==> src/rtl/key_rev_sched.sv <==
// Round-key reversal buffer: captures a forward key schedule, then replays it
// last-to-first for decryption, optionally removing the round-counter XOR.
module key_rev_sched #(
  parameter int DEPTH    = 32,
  parameter bit STRIP_RC = 1'b1
) (
  input  logic        clk,
  input  logic        rst,
  input  logic        wr_valid,
  input  logic [0:63] wr_key,
  input  logic [0:5]  wr_round,
  input  logic        wr_last,
  output logic        wr_ready,
  output logic        rd_valid,
  output logic [0:63] rd_key,
  output logic [0:5]  rd_round,
  output logic        rd_last,
  input  logic        rd_ready,
  output logic        busy,
  output logic        seq_err
);

  localparam int AW = (DEPTH > 1) ? $clog2(DEPTH) : 1;

  typedef enum logic [1:0] {IDLE, FILL, DRAIN} state_t;

  state_t          state_q;
  logic [6:0]      count_q;
  logic [AW-1:0]   ptr_q;
  logic            seq_err_q;
  logic            rd_valid_q;
  logic [0:63]     rd_key_q;
  logic [0:5]      rd_round_q;
  logic            rd_last_q;

  logic [0:63]     mem_key   [DEPTH];
  logic [0:5]      mem_round [DEPTH];

  logic            wr_hs;
  logic [AW-1:0]   wr_slot;
  logic [6:0]      count_base;
  logic [6:0]      count_d;
  logic            mismatch;
  logic            to_drain;
  logic            load;
  logic [0:63]     rd_key_d;
  logic [0:5]      rd_round_d;
  logic            rd_last_d;

  // Undo the round-counter injection on the top five key bits.
  function automatic logic [0:63] strip_rc(input logic [0:63] k, input logic [0:5] r);
    logic [0:63] f;
    f = k;
    if (STRIP_RC) f[0:4] = k[0:4] ^ r[1:5];
    return f;
  endfunction

  assign wr_ready   = (state_q != DRAIN);
  assign busy       = (state_q != IDLE);
  assign wr_hs      = wr_valid & wr_ready;
  assign count_base = (state_q == IDLE) ? 7'd0 : count_q;
  assign wr_slot    = count_base[AW-1:0];
  assign count_d    = count_base + 7'd1;
  assign mismatch   = ({1'b0, wr_round} != count_base);
  assign to_drain   = wr_last || (count_d == 7'(DEPTH));

  always_ff @(posedge clk) begin
    if (wr_hs) begin
      mem_key[wr_slot]   <= wr_key;
      mem_round[wr_slot] <= wr_round;
    end
  end

  always_comb begin
    rd_key_d   = strip_rc(mem_key[ptr_q], mem_round[ptr_q]);
    rd_round_d = mem_round[ptr_q];
    rd_last_d  = (ptr_q == '0);
  end

  // Refill the output register when it is empty or being consumed, until slot 0 is out.
  assign load = (state_q == DRAIN) && (!rd_valid_q || rd_ready) && !(rd_valid_q && rd_last_q);

  always_ff @(posedge clk or posedge rst) begin
    if (rst) begin
      state_q    <= IDLE;
      count_q    <= '0;
      ptr_q      <= '0;
      seq_err_q  <= 1'b0;
      rd_valid_q <= 1'b0;
      rd_key_q   <= '0;
      rd_round_q <= '0;
      rd_last_q  <= 1'b0;
    end else begin
      case (state_q)
        IDLE: begin
          if (wr_hs) begin
            count_q   <= count_d;
            ptr_q     <= wr_slot;
            seq_err_q <= mismatch;
            state_q   <= to_drain ? DRAIN : FILL;
          end
        end
        FILL: begin
          if (wr_hs) begin
            count_q <= count_d;
            ptr_q   <= wr_slot;
            if (mismatch) seq_err_q <= 1'b1;
            if (to_drain) state_q <= DRAIN;
          end
        end
        DRAIN: begin
          if (rd_valid_q && rd_ready && rd_last_q) begin
            state_q    <= IDLE;
            rd_valid_q <= 1'b0;
            rd_last_q  <= 1'b0;
            count_q    <= '0;
          end else if (load) begin
            rd_valid_q <= 1'b1;
            rd_key_q   <= rd_key_d;
            rd_round_q <= rd_round_d;
            rd_last_q  <= rd_last_d;
            if (ptr_q != '0) ptr_q <= ptr_q - AW'(1);
          end
        end
        default: state_q <= IDLE;
      endcase
    end
  end

  assign rd_valid = rd_valid_q;
  assign rd_key   = rd_key_q;
  assign rd_round = rd_round_q;
  assign rd_last  = rd_last_q;
  assign seq_err  = seq_err_q;

endmodule

==> config.mk <==
export PLATFORM = sky130hd
export DESIGN_NAME = key_rev_sched
export DESIGN_NICKNAME = d
export VERILOG_FILES = /design/src/rtl/key_rev_sched.sv
export SDC_FILE = /design/constraint.sdc
export NUM_CORES = 2
export LEC_CHECK = 0
export CELL_PAD_IN_SITES_DETAIL_PLACEMENT = 0
export CELL_PAD_IN_SITES_GLOBAL_PLACEMENT = 1
export CORE_ASPECT_RATIO = 0.6
export CORE_MARGIN = 8
export CORE_UTILIZATION = 45
export DETAILED_ROUTE_END_ITERATION = 16
export PLACE_DENSITY_LB_ADDON = 0.1
export SETUP_SLACK_MARGIN = 0.02
export SYNTH_ARGS = -nofsm -noshare
export SYNTH_HDL_FRONTEND = slang
export SYNTH_SLANG_ARGS = --single-unit
==> constraint.sdc <==
create_clock -name clk -period 12.2 [get_ports clk]
set_input_delay 2.44 -clock clk [delete_from_list [all_inputs] [get_ports clk]]
set_output_delay 2.44 -clock clk [all_outputs]
set_load 0.01 [all_outputs]
==> flow_summary.toml <==
[die]
die_x_um = 590
initial_utilization = 0.453
die_y_um = 360
num_io_pins = 150
die-area_mm2 = 0.213
rows = 126
coreArea_mm2 = 0.196

[global_routing]
grt_pass1_wl_mm = 312
grt_use_total = 0.202
antenna_found_initial = 4
grt_max_degree = 134
grt_pass1_vias = 41035
grt_overflow_total = 0

[setup_path]
worstPathCellList = "clkdlybuf4s50_1 -> nand3_1 -> nor2_4 -> buf_4 -> buf_4"
regToRegSetupSlack_ns = 7.19
crit_buf_inv = 3
end_kind = "flip-flop"
cp_top_family = "buffers and inverters"
startpoint_type = "input port"
crit_top_cell = "buf_4"
required_ns = 12.65
cp_max_fo = 28
crit_slowest_cell = "nor2_4"
criticalPathCategory = "input port to flip-flop"
cp.arrival_ns = 6.18
max_stage_delay_ns = 1.12

[place]
gp_congestion = 0.730
place_ws_ns = 5.62
dp.final_hpwl_mm = 116
port_buffers = 149

[routing]
drt_wl_total_mm = 218
wl_per_cell_um = 31.6
drc = 0
drt_iter0_markers = 4247
viasPerCell = 5.90
maxUsedRoutingLayer = "met5"
drtAntennaViolNets = 0
wl_met2_mm = 95.6
wl_met1_mm = 106
wl_met3_mm = 13.0
vias = 40649
drt_pre_antenna_iters = 5

[synthesis]
synthCells = 3820
synth_cell_type_count = 67
ys_seq_area_frac = 0.781
synth_top_flop_cell = "edfxtp_1"
avgSynthCellArea_um2 = 23.3
synth_nets = 3900
ys_async_sr_fraction = 0.0374
synth_top_cell_by_area = "edfxtp_1"
netlist.area_leader.share = 0.757
synth_edf_count = 2240
syn-cell-area_mm2 = 0.0889
synth-seq-cells = 2327
yosysWarnings = 0
synthTopCellsByArea = "edfxtp_1, mux4_2, dfrtp_1"

[cts]
cts_tree = "yes"
clk_pin_slew_ns = 0.06
cts_buffers = 218
post_cts_buffers = 0
cts_resized = 0
clk_path_buf_depth = 4
cts_max_level = 4
clock-sinks = 2327
holdBufCountCts = 0
clk_latency_ns = 0.85
clock-root-buffer = "clkbuf_16"

[sta]
slew_headroom = 0.133
fin_ws_ns = 6.47
tns_ns = 0
rsz0062_at_grt = "no"
setup_viol = 0
fin_crit_sh = 0.470
finalClockSkew_ns = 0.0393
max_freq_ghz = 0.174
hold_viol_final = 0
max_slew.worst_pin.slew_ns = 1.30
maxSlewViolCount = 0
period_minus_slack_ns = 5.73

[layout]
area_growth_pct = 13.1
layout_common_cells = "edfxtp_1, mux4_2, clkbuf_16"
fin_nets = 4163
layout-drive-gt1-share = 0.257
final_common_cell = "edfxtp_1"

[job]
drv_cap = 0

[worst_hold_path]
hold_class = "flip-flop to flip-flop"

[pwr]
power_uw = 21600
power.density_mw_per_mm2 = 215
ir_drop_uv = 218
power.leakage_uw = 0.0311

[run_status]
outcome = "completed"
report_power, final:
group / switching (uW) / leakage [uW] / internal [uW]
logic: 2920 / 0.00650 / 2570
registers: 258 / 0.0212 / 9100
clock network: 2920 / 0.00342 / 3850
stage by stage:
| step | utilization | hold slack, ns | instances | cell area, um2 |
|---|---|---|---|---|
| final | 0.512 | 0.482 | 6886 | 101000 |
| after global routing | 0.512 | 0.510 | 6882 | 101000 |
| after CTS | 0.512 | 0.486 | 6881 | 101000 |
| after detailed placement | 0.476 | 0.472 | 6487 | 93500 |
| after global placement | 0.476 | 0.464 | 6487 | 93500 |
| after floorplan | - | 0.489 | 3820 | 88900 |
area by class of cell:
cell class / instances / area (um2)
Fill cell: 15376 / 95900
Sequential cell: 2327 / 69500
Multi-Input combinational cell: 1275 / 18400
Clock buffer: 273 / 5820
Tap cell: 2624 / 3280
Timing Repair Buffer: 250 / 2310
Clock inverter: 121 / 1190
Inverter: 11 / 51.3
Antenna cell: 5 / 12.5
cells by family (layout without fill, tap and decap cells):
group	count (synthesis)	count (layout)	share of synthesized area
flip-flops	2327	2327	0.781
multiplexers	719	719	0.170
AND/OR/NAND/NOR	303	303	0.0150
AO/OA/AOI/OAI	243	243	0.0179
buffers and inverters	218	655	0.0147
adder cells (fa/ha/maj)	5	5	0.000704
XOR/XNOR	5	5	0.000493
other	0	5	0
routing by layer:
layer | track usage | vias to the layer above
met5 | 0 | -
met3 | 0.0359 | 250
li1 | - | 16784
met1 | 0.323 | 22443
met2 | 0.295 | 1168
met4 | 0.0380 | 4
registers in the layout, summed over array words and instances, names as in the netlist:
name,flops
count_q,7
mem_key,2048
mem_round,192
ptr_q,5
rd_key,64
rd_last,1
rd_round,6
rd_valid,1
seq_err,1
state_q,2
worst min-delay path: cells and delay by family, from the launching register on:
kind | cells | cell delay [ns]
flip-flops | 1 | 0.34
AO/OA/AOI/OAI | 1 | 0.06
AND/OR/NAND/NOR | 1 | 0.05
cells in the mapped netlist (all sizes together), types with 6 or more instances:
master and instances:
and2 27, mux2i 80, mux2 6, nand3 13, buf 134, a221oi 6
a31oi 26, o21ai 79, dfrtp 87, o221ai 6, nand2 155, nor2 70
a21oi 32, a22oi 16, nor2b 7, clkbuf 73, a311oi 14, edfxtp 2240
inv 9, mux4 633, a211oi 25
worst paths after layout:
check                                         from  depth (start not counted)                       end
max                                       wr_valid                          5  mem_key[5][29]$_DFFE_PP_
min in group asynchronous                      rst                          2    rd_key[38]$_DFFE_PP0P_
min                        rd_round[1]$_DFFE_PP0P_                          2   rd_round[1]$_DFFE_PP0P_
min reg2reg                rd_round[1]$_DFFE_PP0P_                          2   rd_round[1]$_DFFE_PP0P_
max reg2reg                 state_q[0]$_DFFE_PP0P_                          8  mem_key[5][29]$_DFFE_PP_
max in group asynchronous                      rst                          3      ptr_q[1]$_DFFE_PP0P_
Power figures use the tool's default switching activity.
